$ cat config.mk
export PLATFORM = sky130hd
export DESIGN_NAME = uart_rx_frame
export DESIGN_NICKNAME = d
export VERILOG_FILES = /design/src/rtl/uart_pkg.sv /design/src/rtl/uart_rx_sampler.sv /design/src/rtl/uart_rx_frame.sv
export SDC_FILE = /design/constraint.sdc
export NUM_CORES = 1
export LEC_CHECK = 0
export ABC_AREA = 1
export CAP_MARGIN = 20
export CORE_MARGIN = 2
export CORE_UTILIZATION = 51
export CTS_CLUSTER_DIAMETER = 120
export DETAILED_ROUTE_END_ITERATION = 7
export HOLD_SLACK_MARGIN = 0.06
export PLACE_DENSITY = 0.75
export SLEW_MARGIN = 20
export SYNTH_ARGS = -nofsm -noshare
export SYNTH_HDL_FRONTEND = slang
export SYNTH_HIERARCHICAL = 1
export SYNTH_SLANG_ARGS = --single-unit
export TNS_END_PERCENT = 1
$ cat constraint.sdc
create_clock -name CLK -period 2.3 [get_ports CLK]
set_clock_uncertainty 0.2 [all_clocks]
set_input_delay 0.575 -clock CLK [delete_from_list [all_inputs] [get_ports CLK]]
set_output_delay 0.575 -clock CLK [all_outputs]
set_load 0.02 [all_outputs]
$ cat src/rtl/uart_pkg.sv
// Shared definitions for the UART receive path: FSM state encoding,
// parity type constants and the legal oversampling ratios.
package uart_pkg;

  typedef enum logic [2:0] {
    IDLE   = 3'd0,
    START  = 3'd1,
    DATA   = 3'd2,
    PARITY = 3'd3,
    STOP   = 3'd4
  } uart_state_t;

  localparam logic PAR_EVEN = 1'b0;
  localparam logic PAR_ODD  = 1'b1;

  localparam int PRESCALE_8  = 8;
  localparam int PRESCALE_16 = 16;
  localparam int PRESCALE_32 = 32;

endpackage

$ cat src/rtl/uart_rx_sampler.sv
// Bit-period timing for the UART receiver: edge counter plus the bit
// sampling point. Optional macro UART_RX_MAJORITY_EN replaces the single
// centre sample with a 2-of-3 majority vote taken around the centre.
module uart_rx_sampler
  import uart_pkg::*;
#(
  parameter int PRESCALE_WIDTH = 6
) (
  input  logic                      CLK,
  input  logic                      RST,
  input  logic                      rx_in,
  input  logic                      run,
  input  logic                      clear,
  input  logic [PRESCALE_WIDTH-1:0] prescale,
  output logic                      sample_strobe,
  output logic                      bit_end,
  output logic                      sampled_bit
);

  localparam logic [PRESCALE_WIDTH-1:0] ONE = PRESCALE_WIDTH'(1);

  logic [PRESCALE_WIDTH-1:0] edge_cnt;
  logic [PRESCALE_WIDTH-1:0] half;
  logic [PRESCALE_WIDTH-1:0] sample_pt;
  logic [PRESCALE_WIDTH-1:0] last;

  assign half      = prescale >> 1;
  assign sample_pt = half - ONE;
  assign last      = prescale - ONE;
  assign bit_end   = run && (edge_cnt == last);

  // Edge counter: held at 0 while idle, wraps every bit period, and is
  // cleared whenever the FSM is about to return to IDLE.
  always_ff @(posedge CLK or negedge RST) begin
    // NOTE: sequential state uses non-blocking assignments so every flop
    // samples pre-edge values regardless of block ordering.
    if (!RST) begin
      edge_cnt <= '0;
    end else if (!run || clear || bit_end) begin
      edge_cnt <= '0;
    end else begin
      edge_cnt <= edge_cnt + ONE;
    end
  end

`ifdef UART_RX_MAJORITY_EN
  logic s_early;
  logic s_mid;

  // Capture the two samples preceding the decision point.
  always_ff @(posedge CLK or negedge RST) begin
    if (!RST) begin
      s_early <= 1'b1;
      s_mid   <= 1'b1;
    end else if (run) begin
      if (edge_cnt == sample_pt - ONE) s_early <= rx_in;
      if (edge_cnt == sample_pt)       s_mid   <= rx_in;
    end
  end

  assign sample_strobe = run && (edge_cnt == half);
  assign sampled_bit   = (s_early & s_mid) | (s_early & rx_in) | (s_mid & rx_in);
`else
  assign sample_strobe = run && (edge_cnt == sample_pt);
  assign sampled_bit   = rx_in;
`endif

endmodule

$ cat src/rtl/uart_rx_frame.sv
// UART frame receiver: start / data (LSB first) / optional parity / stop.
// Accepted bytes are presented as a held word plus a level valid flag that
// feeds a downstream CDC synchronizer. Optional macro UART_RX_MAJORITY_EN
// selects majority-vote bit sampling in uart_rx_sampler.
module uart_rx_frame
  import uart_pkg::*;
#(
  parameter int DATA_WIDTH     = 8,
  parameter int PRESCALE_WIDTH = 6
) (
  input  logic                      CLK,
  input  logic                      RST,
  input  logic                      rx_in,
  input  logic [PRESCALE_WIDTH-1:0] prescale,
  input  logic                      par_en,
  input  logic                      par_typ,
  output logic [DATA_WIDTH-1:0]     p_data,
  output logic                      data_valid,
  output logic                      parity_error,
  output logic                      stop_error,
  output logic                      busy
);

  localparam int BCW = (DATA_WIDTH > 1) ? $clog2(DATA_WIDTH) : 1;
  localparam logic [BCW-1:0] BIT_LAST = BCW'(DATA_WIDTH - 1);
  localparam logic [BCW-1:0] BIT_ONE  = BCW'(1);

  uart_state_t               state;
  uart_state_t               state_next;
  logic [PRESCALE_WIDTH-1:0] eff_prescale;
  logic [PRESCALE_WIDTH-1:0] cfg_prescale;
  logic                      cfg_par_en;
  logic                      cfg_par_typ;
  logic [BCW-1:0]            bit_cnt;
  logic [DATA_WIDTH-1:0]     shreg;
  logic                      par_err_q;
  logic                      sample_strobe;
  logic                      bit_end;
  logic                      sampled_bit;

  // Map the prescale input onto a legal ratio; anything unsupported runs at 8.
  always_comb begin
    eff_prescale = PRESCALE_WIDTH'(PRESCALE_8);
    if (prescale == PRESCALE_WIDTH'(PRESCALE_16)) eff_prescale = PRESCALE_WIDTH'(PRESCALE_16);
    if (prescale == PRESCALE_WIDTH'(PRESCALE_32)) eff_prescale = PRESCALE_WIDTH'(PRESCALE_32);
  end

  // Configuration tracks the inputs in IDLE and is frozen for the frame.
  always_ff @(posedge CLK or negedge RST) begin
    if (!RST) begin
      cfg_prescale <= PRESCALE_WIDTH'(PRESCALE_8);
      cfg_par_en   <= 1'b0;
      cfg_par_typ  <= PAR_EVEN;
    end else if (state == IDLE) begin
      cfg_prescale <= eff_prescale;
      cfg_par_en   <= par_en;
      cfg_par_typ  <= par_typ;
    end
  end

  uart_rx_sampler #(
    .PRESCALE_WIDTH(PRESCALE_WIDTH)
  ) u_sampler (
    .CLK          (CLK),
    .RST          (RST),
    .rx_in        (rx_in),
    .run          (state != IDLE),
    .clear        (state_next == IDLE),
    .prescale     (cfg_prescale),
    .sample_strobe(sample_strobe),
    .bit_end      (bit_end),
    .sampled_bit  (sampled_bit)
  );

  // State register.
  always_ff @(posedge CLK or negedge RST) begin
    if (!RST) state <= IDLE;
    else      state <= state_next;
  end

  // Next-state decode.
  always_comb begin
    // NOTE: defaulting every always_comb output first keeps paths that do
    // not assign it from inferring a latch.
    state_next = state;
    unique case (state)
      IDLE:   if (!rx_in) state_next = START;
      START: begin
        if (sample_strobe && sampled_bit) state_next = IDLE;
        else if (bit_end)                 state_next = DATA;
      end
      DATA:   if (bit_end && bit_cnt == BIT_LAST) state_next = cfg_par_en ? PARITY : STOP;
      PARITY: if (bit_end) state_next = STOP;
      STOP:   if (sample_strobe) state_next = IDLE;
      default: state_next = IDLE;
    endcase
  end

  // Frame datapath: shift register, parity tracking, output word and flags.
  always_ff @(posedge CLK or negedge RST) begin
    if (!RST) begin
      bit_cnt      <= '0;
      shreg        <= '0;
      par_err_q    <= 1'b0;
      p_data       <= '0;
      data_valid   <= 1'b0;
      parity_error <= 1'b0;
      stop_error   <= 1'b0;
    end else begin
      parity_error <= 1'b0;
      stop_error   <= 1'b0;
      unique case (state)
        IDLE: begin
          bit_cnt   <= '0;
          par_err_q <= 1'b0;
        end
        START: begin
          // Reaching the end of the start bit means it was not a glitch.
          if (bit_end) data_valid <= 1'b0;
        end
        DATA: begin
          if (sample_strobe) shreg <= {sampled_bit, shreg[DATA_WIDTH-1:1]};
          if (bit_end)       bit_cnt <= bit_cnt + BIT_ONE;
        end
        PARITY: begin
          if (sample_strobe)
            par_err_q <= sampled_bit != ((^shreg) ^ (cfg_par_typ == PAR_ODD));
        end
        STOP: begin
          if (sample_strobe) begin
            stop_error   <= !sampled_bit;
            parity_error <= par_err_q;
            if (sampled_bit && !par_err_q) begin
              p_data     <= shreg;
              data_valid <= 1'b1;
            end
          end
        end
        default: ;
      endcase
    end
  end

  assign busy = (state != IDLE);

endmodule

==> results.sh <==
export IMPL_outcome="finished, violations left"
export IMPL_failed_checks="negative setup slack"
export IMPL_post_route_worst_setup_slack_ns=-0.245
export IMPL_detail_route_wl_per_cell_um=11.5
export IMPL_initial_antenna_violation_count=0
export IMPL_clk_path_buf_depth=2
export IMPL_synthDistinctLibCells=30
export IMPL_floorplan_die_height_um=69.1
export IMPL_grt_start_max_net_pins=38
export IMPL_post_route_cells_drive_above_1_share=0.225
export IMPL_synthesis_yosys_warnings=6
export IMPL_start_util=0.537
export IMPL_avg_cell_area_syn_um2=7.59
export IMPL_worst_path_max_fanout=6
export IMPL_cts_made_buffers=5
export IMPL_first_global_vias=1944
export IMPL_later_pin_clock_latency_in_the_skew_report_ns=0.29
export IMPL_hold_slack_ns=0.112
export IMPL_worst_reg2reg_setup_slack_ns=-0.24
export IMPL_clock_fmax_mhz=393
export IMPL_regToRegStartpoint="cfg_prescale[3]$_DFFE_PN1P_"
export IMPL_drv_max_cap_violation_count=0
export IMPL_grt_ovfl_total=0
export IMPL_slew_viol_final=0
export IMPL_area_growth_pct=33.0
export IMPL_most_congested_layer_reported_by_global_routing="met2"
export IMPL_timing_critical_path_from_type="flip-flop"
export IMPL_ys_top_cells_by_area="dfrtp_1, nand2_1, inv_1, nor2_1, nand3_1"
export IMPL_post_synth_instance_area_um2=2160
export IMPL_cts_max_level=2
export IMPL_use_met2=0.355
export IMPL_boundaryPins=23
export IMPL_die_width_um=69.1
export IMPL_rsz_0062_raised_after_global_routing="true"
export IMPL_std_cell_rows=23
export IMPL_critPathArrivalTime_ns=2.52
export IMPL_antenna_diode_count=0
export IMPL_synth_top_cell_area_share=0.416
export IMPL_clkSinkCount=37
export IMPL_route_detailed_vias_per_inst=4.86
export IMPL_cts_hold_buffers=0
export IMPL_reg2regPathDepth=15
export IMPL_finalNetCount=367
export IMPL_finalWeightedCongestion=0.827
export IMPL_ctsRootBufferMaster="clkbuf_8"
export IMPL_yosysTopAreaCell="dfrtp_1"
export IMPL_detail_route_drc_violations=0
export IMPL_place_hpwl_um=3420
export IMPL_clkTransAtPathRegs_ns=0.07
export IMPL_postSynthRegisterBits=37
export IMPL_timing_critical_path_required_ns=2.27
export IMPL_first_iter_violations=66
export IMPL_coreArea_um2=4030
export IMPL_netlist_instances=285
export IMPL_drtAntennaViolNets=0
export IMPL_period_needed_ns=2.54
export IMPL_power_leakage_nw=1.54
export IMPL_route_vias_total=1948
export IMPL_grt_met3_usage=0.0380
export IMPL_final_hold_viol_count=0
export IMPL_ir_drop_worst_vdd_v=0.000627
export IMPL_die_area_um2=4780
export IMPL_path_class="reg -> reg"
export IMPL_track_usage=0.214
export IMPL_timing_hold_worst_class="in -> async"
export IMPL_powerDensity_nw_per_um2=927
export IMPL_seq_area_frac_synth=0.429
export IMPL_cp_end_kind="flip-flop"
export IMPL_setup_tns_ns=-1.46
export IMPL_cts_tree="built"
export IMPL_count_of_input_and_output_buffers=22
export IMPL_finalWirelength_um=4590
export IMPL_drt_pass1_iter_count=4
export IMPL_grt_first_pass_wirelength_um=8450
export IMPL_layout_worst_path_cycle_share=1.11
export IMPL_setup_violations_final=7
export IMPL_critical_path_reg2reg_endpoint="u_sampler/edge_cnt[3]$_DFF_PN0_"
export IMPL_gr_util_met1=0.282
## per-layer routing
metal | part of all wire | wire length, µm
met5 | 0 | 0
met3 | 0.032 | 148
met4 | 0.016 | 74
met1 | 0.44 | 2020
met2 | 0.51 | 2360
## Yosys cell counts
library cell  number
a21oi_1            3
a31oi_1            1
buf_4              1
buf_6              2
clkbuf_2           1
conb_1             1
dfrtp_1           36
dfstp_2            1
ha_1               6
inv_1             37
inv_2              3
mux2_2             1
nand2_1           91
nand2_2            5
nand2_4            2
nand3_1           18
nand4_1            2
nor2_1            25
nor2_2             1
nor3_1             7
nor3_2             2
o2111ai_1          1
o211ai_1           2
o21a_1             1
o21ai_0           11
o21ai_1            2
o21ai_2            4
or2_2              1
xnor2_1            9
xor2_1             8
## layout by cell type (no fill, tap or decap), drive strengths merged
cell           instances
dlygate4sd2            1
inv                   41
a21oi                  3
o21ai                 17
buf                   32
dfrtp                 36
dfstp                  1
xnor2                  9
xor2                   8
o211ai                 2
nor3                   9
a31oi                  1
clkdlybuf4s50         20
o2111ai                1
conb                  10
nand2                 98
o21a                   1
mux2                   1
ha                     6
nor2                  26
nand3                 18
clkinv                 1
or2                    1
clkbuf                 5
bufinv                 1
nand4                  2
## report_power, final
group / internal, W / switching, W
Combinational: 0.000520 / 0.000704
Sequential: 0.000772 / 0.000113
Clock: 0.000325 / 0.000232
Total: 0.00162 / 0.00105
## registers in the layout, summed over array words and instances (netlist names)
signal,count
bit_cnt,3
cfg_par_en,1
cfg_par_typ,1
cfg_prescale,3
data_valid,1
p_data,8
par_err_q,1
parity_error,1
shreg,8
state,3
stop_error,1
u_sampler/edge_cnt,6
## timing repair
item	CTS	global route
buffers inserted	2	1
endpoints found under the setup margin	8	19
endpoints found under the hold margin	0	0
resized for setup	7	16
pin swaps	7	13
## layout make-up
class | count | area [µm²]
Tap cell | 50 | 62.6
Fill cell | 325 | 1150
Inverter | 40 | 153
Clock inverter | 3 | 43.8
Timing Repair Buffer | 53 | 454
Clock buffer | 5 | 68.8
Multi-Input combinational cell | 213 | 1170
Sequential cell | 37 | 927
## worst max-delay path, cell delays in order (launching register included)
cell and delay (ns):
dfstp_2 0.58, nor2_4 0.05, nand2_2 0.08, xor2_2 0.14, xor2_1 0.21, nand2_1 0.13
nor2_4 0.17, nand2_2 0.08, nand2_2 0.08, nor2_2 0.04, nor3_2 0.23, nand2_1 0.11
nor2_2 0.14, nor2_2 0.06, nand2_4 0.09, nor2_1 0.05
## cells by family after synthesis
group,synth area share
flops,0.429
other cells,0.00173
compound gates,0.0706
fa+ha+maj,0.0347
simple gates,0.305
mux,0.00520
xor+xnor,0.0688
buf+inv,0.0856
## through the flow
step                       util  cell area, µm²  cells  power, W  setup slack [ns]
final                     0.714            2880    401   0.00267            -0.245
after global routing      0.714            2880    401   0.00292            -0.425
after CTS                 0.700            2820    400   0.00263           -0.0794
after detailed placement  0.663            2670    390   0.00202            -0.190
after global placement    0.663            2670    390   0.00199            -0.126
after floorplan               -            2220    294   0.00162           -0.0364
## worst max path at each step
stage | cells past startpoint | start | endpoint | slack, ns
floorplan | 17 | state[1]$_DFF_PN0_ | u_sampler/edge_cnt[0]$_DFF_PN0_ | -0.04
global placement | 15 | cfg_prescale[3]$_DFFE_PN1P_ | u_sampler/edge_cnt[5]$_DFF_PN0_ | -0.13
detailed placement | 15 | cfg_prescale[3]$_DFFE_PN1P_ | u_sampler/edge_cnt[5]$_DFF_PN0_ | -0.19
CTS | 15 | cfg_prescale[3]$_DFFE_PN1P_ | u_sampler/edge_cnt[5]$_DFF_PN0_ | -0.08
global route | 15 | cfg_prescale[3]$_DFFE_PN1P_ | u_sampler/edge_cnt[3]$_DFF_PN0_ | -0.43
finish | 15 | cfg_prescale[3]$_DFFE_PN1P_ | u_sampler/edge_cnt[3]$_DFF_PN0_ | -0.24
(Power assumes the default switching activity.)
